## src/rtl/count_0_stream.sv

```systemverilog
// Streaming multi-channel zero/one bit counter: accumulates per-beat popcounts
// over a frame and hands out a saturated total with a sticky overflow flag.
module count_0_stream #(
  parameter int WIDTH    = 8,
  parameter int CHANNELS = 4,
  parameter int CNT_BITS = 8
) (
  input  logic                      i_clk,
  input  logic                      i_rst_n,
  input  logic                      i_flush,
  input  logic                      i_mode,
  input  logic [CHANNELS*WIDTH-1:0] i_data,
  input  logic                      i_valid,
  input  logic                      i_last,
  output logic                      o_in_ready,
  output logic                      o_out_valid,
  input  logic                      i_out_ready,
  output logic [CNT_BITS-1:0]       o_count,
  output logic                      o_overflow
);

  localparam int NB = CHANNELS * WIDTH;
  localparam int PW = $clog2(NB + 1);
  localparam int SW = ((CNT_BITS > PW) ? CNT_BITS : PW) + 1;
  localparam logic [CNT_BITS-1:0] MAX = {CNT_BITS{1'b1}};

  typedef enum logic [1:0] {
    IDLE = 2'd0,
    ACC  = 2'd1,
    DONE = 2'd2
  } state_t;

  state_t              state_q, state_d;
  logic [CNT_BITS-1:0] acc_q, acc_d;
  logic                ovf_q, ovf_d;
  logic                mode_q, mode_d;
  logic [CNT_BITS-1:0] count_q, count_d;
  logic                oovf_q, oovf_d;

  logic                accept;
  logic                eff_mode;
  logic [NB-1:0]       beat_bits;
  logic [PW-1:0]       beat_cnt;
  logic [CNT_BITS-1:0] base;
  logic [SW-1:0]       sum_ext;
  logic                sat;
  logic [CNT_BITS-1:0] acc_new;
  logic                ovf_new;

  assign accept = i_valid & o_in_ready;

  // First beat of a frame uses the live mode; later beats use the latched one.
  always_comb begin
    eff_mode  = (state_q == IDLE) ? i_mode : mode_q;
    beat_bits = eff_mode ? i_data : ~i_data;
    beat_cnt  = '0;
    for (int ch = 0; ch < CHANNELS; ch++) begin
      for (int b = 0; b < WIDTH; b++) begin
        beat_cnt = beat_cnt + PW'(beat_bits[ch*WIDTH+b]);
      end
    end
  end

  always_comb begin
    base    = (state_q == IDLE) ? '0 : acc_q;
    sum_ext = SW'(base) + SW'(beat_cnt);
    sat     = (sum_ext > SW'(MAX));
    acc_new = sat ? MAX : sum_ext[CNT_BITS-1:0];
    ovf_new = ((state_q == IDLE) ? 1'b0 : ovf_q) | sat;
  end

  always_ff @(posedge i_clk or negedge i_rst_n) begin
    if (!i_rst_n) begin
      state_q <= IDLE;
      acc_q   <= '0;
      ovf_q   <= 1'b0;
      mode_q  <= 1'b0;
      count_q <= '0;
      oovf_q  <= 1'b0;
    end else begin
      state_q <= state_d;
      acc_q   <= acc_d;
      ovf_q   <= ovf_d;
      mode_q  <= mode_d;
      count_q <= count_d;
      oovf_q  <= oovf_d;
    end
  end

  always_comb begin
    state_d = state_q;
    if (i_flush) begin
      state_d = IDLE;
    end else begin
      case (state_q)
        IDLE:    if (accept) state_d = i_last ? DONE : ACC;
        ACC:     if (accept && i_last) state_d = DONE;
        DONE:    if (i_out_ready) state_d = IDLE;
        default: state_d = IDLE;
      endcase
    end
  end

  // Datapath updates; the published result only changes on a frame's last beat.
  always_comb begin
    acc_d   = acc_q;
    ovf_d   = ovf_q;
    mode_d  = mode_q;
    count_d = count_q;
    oovf_d  = oovf_q;
    if (i_flush) begin
      acc_d = '0;
      ovf_d = 1'b0;
    end else if (accept) begin
      acc_d = acc_new;
      ovf_d = ovf_new;
      if (state_q == IDLE) mode_d = i_mode;
      if (i_last) begin
        count_d = acc_new;
        oovf_d  = ovf_new;
      end
    end else if (state_q == DONE && i_out_ready) begin
      acc_d = '0;
      ovf_d = 1'b0;
    end
  end

  always_comb begin
    o_in_ready  = (state_q != DONE);
    o_out_valid = (state_q == DONE);
    o_count     = count_q;
    o_overflow  = oovf_q;
  end

endmodule

```

## config.mk

```make
export PLATFORM = sky130hd
export DESIGN_NAME = count_0_stream
export DESIGN_NICKNAME = d
export VERILOG_FILES = /design/src/rtl/count_0_stream.sv
export SDC_FILE = /design/constraint.sdc
export NUM_CORES = 1
export LEC_CHECK = 0
export BUFFER_PORTS_ARGS = -buffer_cell sky130_fd_sc_hd__buf_2
export CAP_MARGIN = 20
export CORE_UTILIZATION = 56
export CTS_CLUSTER_DIAMETER = 100
export DETAILED_ROUTE_END_ITERATION = 8
export GPL_TIMING_DRIVEN = 1
export PLACE_DENSITY = 0.89
export SKIP_LAST_GASP = 1
export SLEW_MARGIN = 5
export SYNTH_ARGS = -nofsm -noshare
export SYNTH_HDL_FRONTEND = slang
export SYNTH_SLANG_ARGS = --single-unit
```

## constraint.sdc

```tcl
create_clock -name i_clk -period 9.99 [get_ports i_clk]
set_input_delay 0.999 -clock i_clk [delete_from_list [all_inputs] [get_ports i_clk]]
set_output_delay 0.999 -clock i_clk [all_outputs]
set_load 0.1 [all_outputs]
```

-- After elaboration in Yosys (flattened, before gate mapping)
Cells that the tools add are included.
- $add $sub $neg: 32
- multiply operators: 0
- divide/modulo/power cells: 0
- $lt $le $gt $ge: 1
- equality and inequality tests: 6
- shifts and indexed selects: 0
- muxes and demuxes: 17
- bitwise logic cells: 4
- reduce and logical (&&, ||, !) cells: 7
- operators with widths (operator ; count):
    adder 6 x 1 -> 6 bit ; 26
    two-way mux 8 bit ; 5
    two-way mux 32 bit ; 1
    inverter 32 bit ; 1
    two-way mux 2 bit ; 5
    adder 8 x 6 -> 9 bit ; 1
    > comparator 9 x 8 -> 1 bit, second input constant ; 1
    adder 5 x 1 -> 6 bit ; 1
    inequality test 3 bit, second input constant ; 2
    one-hot mux 2 bit (3 select lines) ; 1
    AND reduction 3 bit ; 2
    adder 4 x 1 -> 5 bit ; 1
    two-way mux 1 bit ; 5
    adder 3 x 1 -> 4 bit ; 1
    adder 2 x 1 -> 3 bit ; 1
    inequality test 3 x 2 -> 1 bit, second input constant ; 1
    nonzero test 3 bit ; 1
    adder 1 x 1 -> 2 bit ; 1
    == test 2 x 1 -> 1 bit, second input constant ; 1
    == test 2 bit, second input constant ; 1
    logical AND 1 bit ; 2
    zero test 2 bit ; 1
    inequality test 2 bit, second input constant ; 1
    AND reduction 2 bit ; 1
    3 further kinds ; 3
- flip-flop bits (word level): 21
- latch bits: 0
- RAM bits: 0
- memory bits (read-only): 0
- input bits: 39
- output and inout port bits: 11
- word-level logic and storage cells: 73
- memories kept: 0

-- Longest topological paths before layout
- depth in word-level cells: 39
- depth in mapped cells: 21
- depth with buffers taken out: 19

-- Worst setup path after synthesis
Ideal clock, no wire load.
- kind: input to register
- from: input port i_mode
- to: register count_q[6], in the netlist o_count[6]
- setup time: 0.126 ns
- arrival: 6.438 ns
- data required time: 9.864 ns
- slack: 3.427 ns
- stages on the path: 18
- buffers on the path: 2
- cells stage by stage: mux2_4 buf_6 buf_2 xnor2_1 ha_1 fa_1 fa_1 fa_1 inv_1 fa_1 fa_1 fa_1 fa_1 nand2b_1 a211oi_2 nor2_1 mux2i_1 mux2_2
- word-level cells in the longest chain between the ends: 36
- RTL lines (item ; line ; text):
    from (decl) ; 11 ; input logic i_mode,
    two-way mux 1 bit * ; - ;
    two-way mux 32 bit * ; 55 ; beat_bits = eff_mode ? i_data : ~i_data;
    adder 1 x 1 -> 2 bit ; 59 ; beat_cnt = beat_cnt + PW'(beat_bits[ch*WIDTH+b]);
    adder 2 x 1 -> 3 bit ; 59 ;
    adder 3 x 1 -> 4 bit ; 59 ;
    adder 4 x 1 -> 5 bit ; 59 ;
    adder 5 x 1 -> 6 bit ; 59 ;
    adder 6 x 1 -> 6 bit (25 in a row) ; 59 ;
    adder 6 x 1 -> 6 bit * ; 59 ;
    adder 8 x 6 -> 9 bit * ; 66 ; sum_ext = SW'(base) + SW'(beat_cnt);
    > comparator 9 x 8 -> 1 bit ; 67 ; sat = (sum_ext > SW'(MAX));
    two-way mux 8 bit * ; 68 ; acc_new = sat ? MAX : sum_ext[CNT_BITS-1:0];
    to (signal assigned) ; 85 ; count_q <= count_d;
    to (decl) ; 37 ; logic [CNT_BITS-1:0] count_q, count_d;
Mark *: on every way between the ends. The rest lies on a longest branch, timed or not.
A chain may end at the register's enable or synchronous reset.

-- Worst setup path after layout
- from: register state_q[1]
- to: register count_q[6], in the netlist o_count[6]
- word-level cells in the longest chain between the ends: 37
- RTL lines (item ; line ; text):
    from (decl) ; 33 ; state_t state_q, state_d;
    from (signal assigned) ; 81 ; state_q <= state_d;
    zero test 2 bit ; 54, 65 ;
    two-way mux 1 bit ; - ;
    two-way mux 32 bit ; 55 ;
    adder 1 x 1 -> 2 bit ; 59 ;
    adder 2 x 1 -> 3 bit ; 59 ;
    adder 3 x 1 -> 4 bit ; 59 ;
    adder 4 x 1 -> 5 bit ; 59 ;
    adder 5 x 1 -> 6 bit ; 59 ;
    adder 6 x 1 -> 6 bit (26 in a row) ; 59 ;
    adder 8 x 6 -> 9 bit ; 66 ;
    > comparator 9 x 8 -> 1 bit ; 67 ;
    two-way mux 8 bit ; 68 ;
Parallel ways exist; a longest one is shown, timed or not.

==> impl_metrics.csv <==
group,metric,value,unit
run_status,status,"finished, final reports clean",
worst_hold_path,hold_path_class,"reg -> reg",
timing,period_share,65.9,%
timing,hold_ws,472,ps
grt,grt_pass1_wl,7360,um
worst_hold_path,min_path_cells,1,
setup_path,reg2reg_slack,3410,ps
routing,num_vias,1841,
yosys,synth_seq_cells,21,
clocking,post_cts_buffers,0,
yosys,synth_top_cell_by_area,"dfrtp_1",
floorplanning,die_area,4360,um2
setup_path,path_depth,17,
setup_path,arrival,6730,ps
final_layout,final_common_cell,"buf_2",
job,max_cap_violations,0,
timing,setup_violations,0,
clocking,numCtsBuffers,3,
placed_design,place_congestion,0.842,
grt,gr-total-overflow,0,
setup_path,r2r-start,"state_q[1]$_DFFE_PN0P_",
routing,viasPerCell,5.58,
clocking,cts_tree,"built",
yosys,netlist_area,2300,um2
yosys,synth_edf_count,0,
clocking,clock-root-buffer,"clkbuf_8",
final_layout,drive_above_1_share,22.7,%
timing,grt_setup_unrepaired,"false",
floorplanning,num_rows,22,
yosys,synthFlopType,"dfrtp_1",
floorplanning,fp.dieW,66.1,um
grt,antenna_found_initial,0,
timing,max_freq,0.152,GHz
setup_path,setup.worst_path.start_class,"flip-flop",
floorplanning,ios,50,
final_layout,final-seq-area,526,um2
grt,grt_usage,21.9,%
setup_path,slowest_delay,540,ps
grt,grt_pass1_vias,1733,
setup_path,r2r_cells,17,
setup_path,critPathBufInv,1,
clocking,h-tree-depth,1,
setup_path,worstPathRequired,10140,ps
timing,tightest_slew,542,ps
setup_path,worst_path_most_repeated_cell,"fa_1",
clocking,worstSkewPairLatency,260,ps
routing,drc_errors,0,
floorplanning,core_area,3800,um2
setup_path,cp_top_family,"adder cells",
placed_design,hpwlAfterDp,3680,um
routing,wire_per_inst,13.7,um
final_layout,syn2layout_area_growth,13.7,%
final_layout,nNetsFinal,363,
setup_path,r2r_end,"o_count[6]$_DFFE_PN0P_",
yosys,avgSynthCellArea,9.82,um2
clocking,ctsHoldBuffers,0,
timing,finalHoldViolCount,0,
yosys,syn_nets,314,
timing,skew,4.24,ps
timing,fin_tns_setup,0,ps
setup_path,path_cells,"nor2_2, mux2_4, xnor2_1, ha_1, fa_1, fa_1, fa_1, inv_1, fa_1, fa_1, fa_1, fa_1, nand2b_1, a211oi_2, nor2_1, mux2i_1, mux2_2",
final_layout,post-route-util,68.8,%
setup_path,end_kind,"flip-flop",
clocking,clk_pin_slew,70,ps
routing,drtIter0Drc,49,
routing,drtAntennaViolNets,0,
yosys,ys_top_cells_by_area,"dfrtp_1, fa_1, ha_1",
setup_path,worstPathMaxFanout,22,
final_layout,layout_common_cells,"buf_2, inv_1, xnor2_1, ha_1, dfrtp_1",
timing,finalCriticalPeriod,6580,ps
yosys,synth_top_area_share,22.9,%
floorplanning,initial_core_util,60.5,%
final_layout,antenna_cells,0,
placed_design,port-buffer-count,49,
yosys,postSynthCellCount,234,
setup_path,worstSetupPathType,"reg -> reg",
worst_hold_path,hold_end,"acc_q[1]$_DFFE_PN0P_",
clocking,cts_resized,0,
yosys,synth-seq-area-share,22.9,%
clocking,numClockSinks,21,
floorplanning,die_height,66.1,um
clocking,ctsLongestPathBuffers,2,
grt,grt_start_max_net_pins,23,
routing,first_pass_iters,4,
timing,slew_viol_final,0,
setup_path,crit_path_top_delay_cell,"fa_1",
yosys,async_reset_ff_share,100,%
worst_hold_path,hold_start,"acc_q[1]$_DFFE_PN0P_",
timing,slew_headroom,63.8,%
final_layout,multi_input_area,1650,um2
routing,detail_route.wirelength,4510,um
final_layout,fillers,288,
yosys,ys_warn_count,0,
yosys,synth_cell_types,38,
## metal layers
layer / up-vias / routed length [um] / global-route usage, %
met5: - / 0 / 0
met4: 0 / 53 / 5.85
met3: 8 / 183 / 2.93
met2: 47 / 2260 / 38.1
met1: 896 / 2010 / 28.5
li1: 890 / - / -
## cell usage after synthesis (5+ instances only)
master / instances
xor2_1: 7
nand2b_1: 6
xnor2_1: 21
dfrtp_1: 21
or3_1: 6
fa_1: 20
ha_1: 21
mux2_2: 5
and3_1: 7
nor3_1: 10
a21o_1: 6
nand2_1: 10
o21ai_0: 8
inv_1: 22
a21oi_1: 10
nor2_1: 11
nor2b_1: 10
## metrics by stage
step | worst slack (ps) | instance area, um2 | std cells
final | 3410 | 2610 | 330
after global routing | 3170 | 2610 | 330
after CTS | 3440 | 2610 | 330
after detailed placement | 3300 | 2570 | 326
after global placement | 3380 | 2570 | 326
after floorplan | 3430 | 2300 | 234
## flip-flops by register name (all words and copies together), names as in the netlist
name and count:
o_overflow 1, state_q 2, acc_q 8, mode_q 1, o_count 8, ovf_q 1
## cells by family (layout without fill, tap and decap cells)
family / count (synthesis) / after routing / share of synthesized area, %
simple gates: 68 / 68 / 15.8
fa+ha+maj: 41 / 41 / 28.9
compound gates: 39 / 39 / 11.9
xor+xnor: 28 / 28 / 10.7
buf+inv: 28 / 76 / 5.44
flops: 21 / 21 / 22.9
mux: 9 / 9 / 4.41
## worst max path at each step
stage / startpoint / endpoint / slack (ps)
after floorplan: i_mode / o_count[6]$_DFFE_PN0P_ / 3430
after global placement: i_mode / o_count[6]$_DFFE_PN0P_ / 3380
after detailed placement: i_mode / o_count[6]$_DFFE_PN0P_ / 3300
after CTS: state_q[1]$_DFFE_PN0P_ / o_count[6]$_DFFE_PN0P_ / 3440
after global routing: state_q[1]$_DFFE_PN0P_ / o_count[6]$_DFFE_PN0P_ / 3170
final: state_q[1]$_DFFE_PN0P_ / o_count[6]$_DFFE_PN0P_ / 3410
## layout make-up
cell class	instances	share of cell area, %
Clock buffer	4	1.72
Inverter	22	3.16
Multi-Input combinational cell	185	63.0
Sequential cell	21	20.1
Tap cell	48	2.30
Timing Repair Buffer	50	9.67
Power is not shown: default switching activity piles up to over one toggle a cycle in this logic, so the estimate is an artifact.
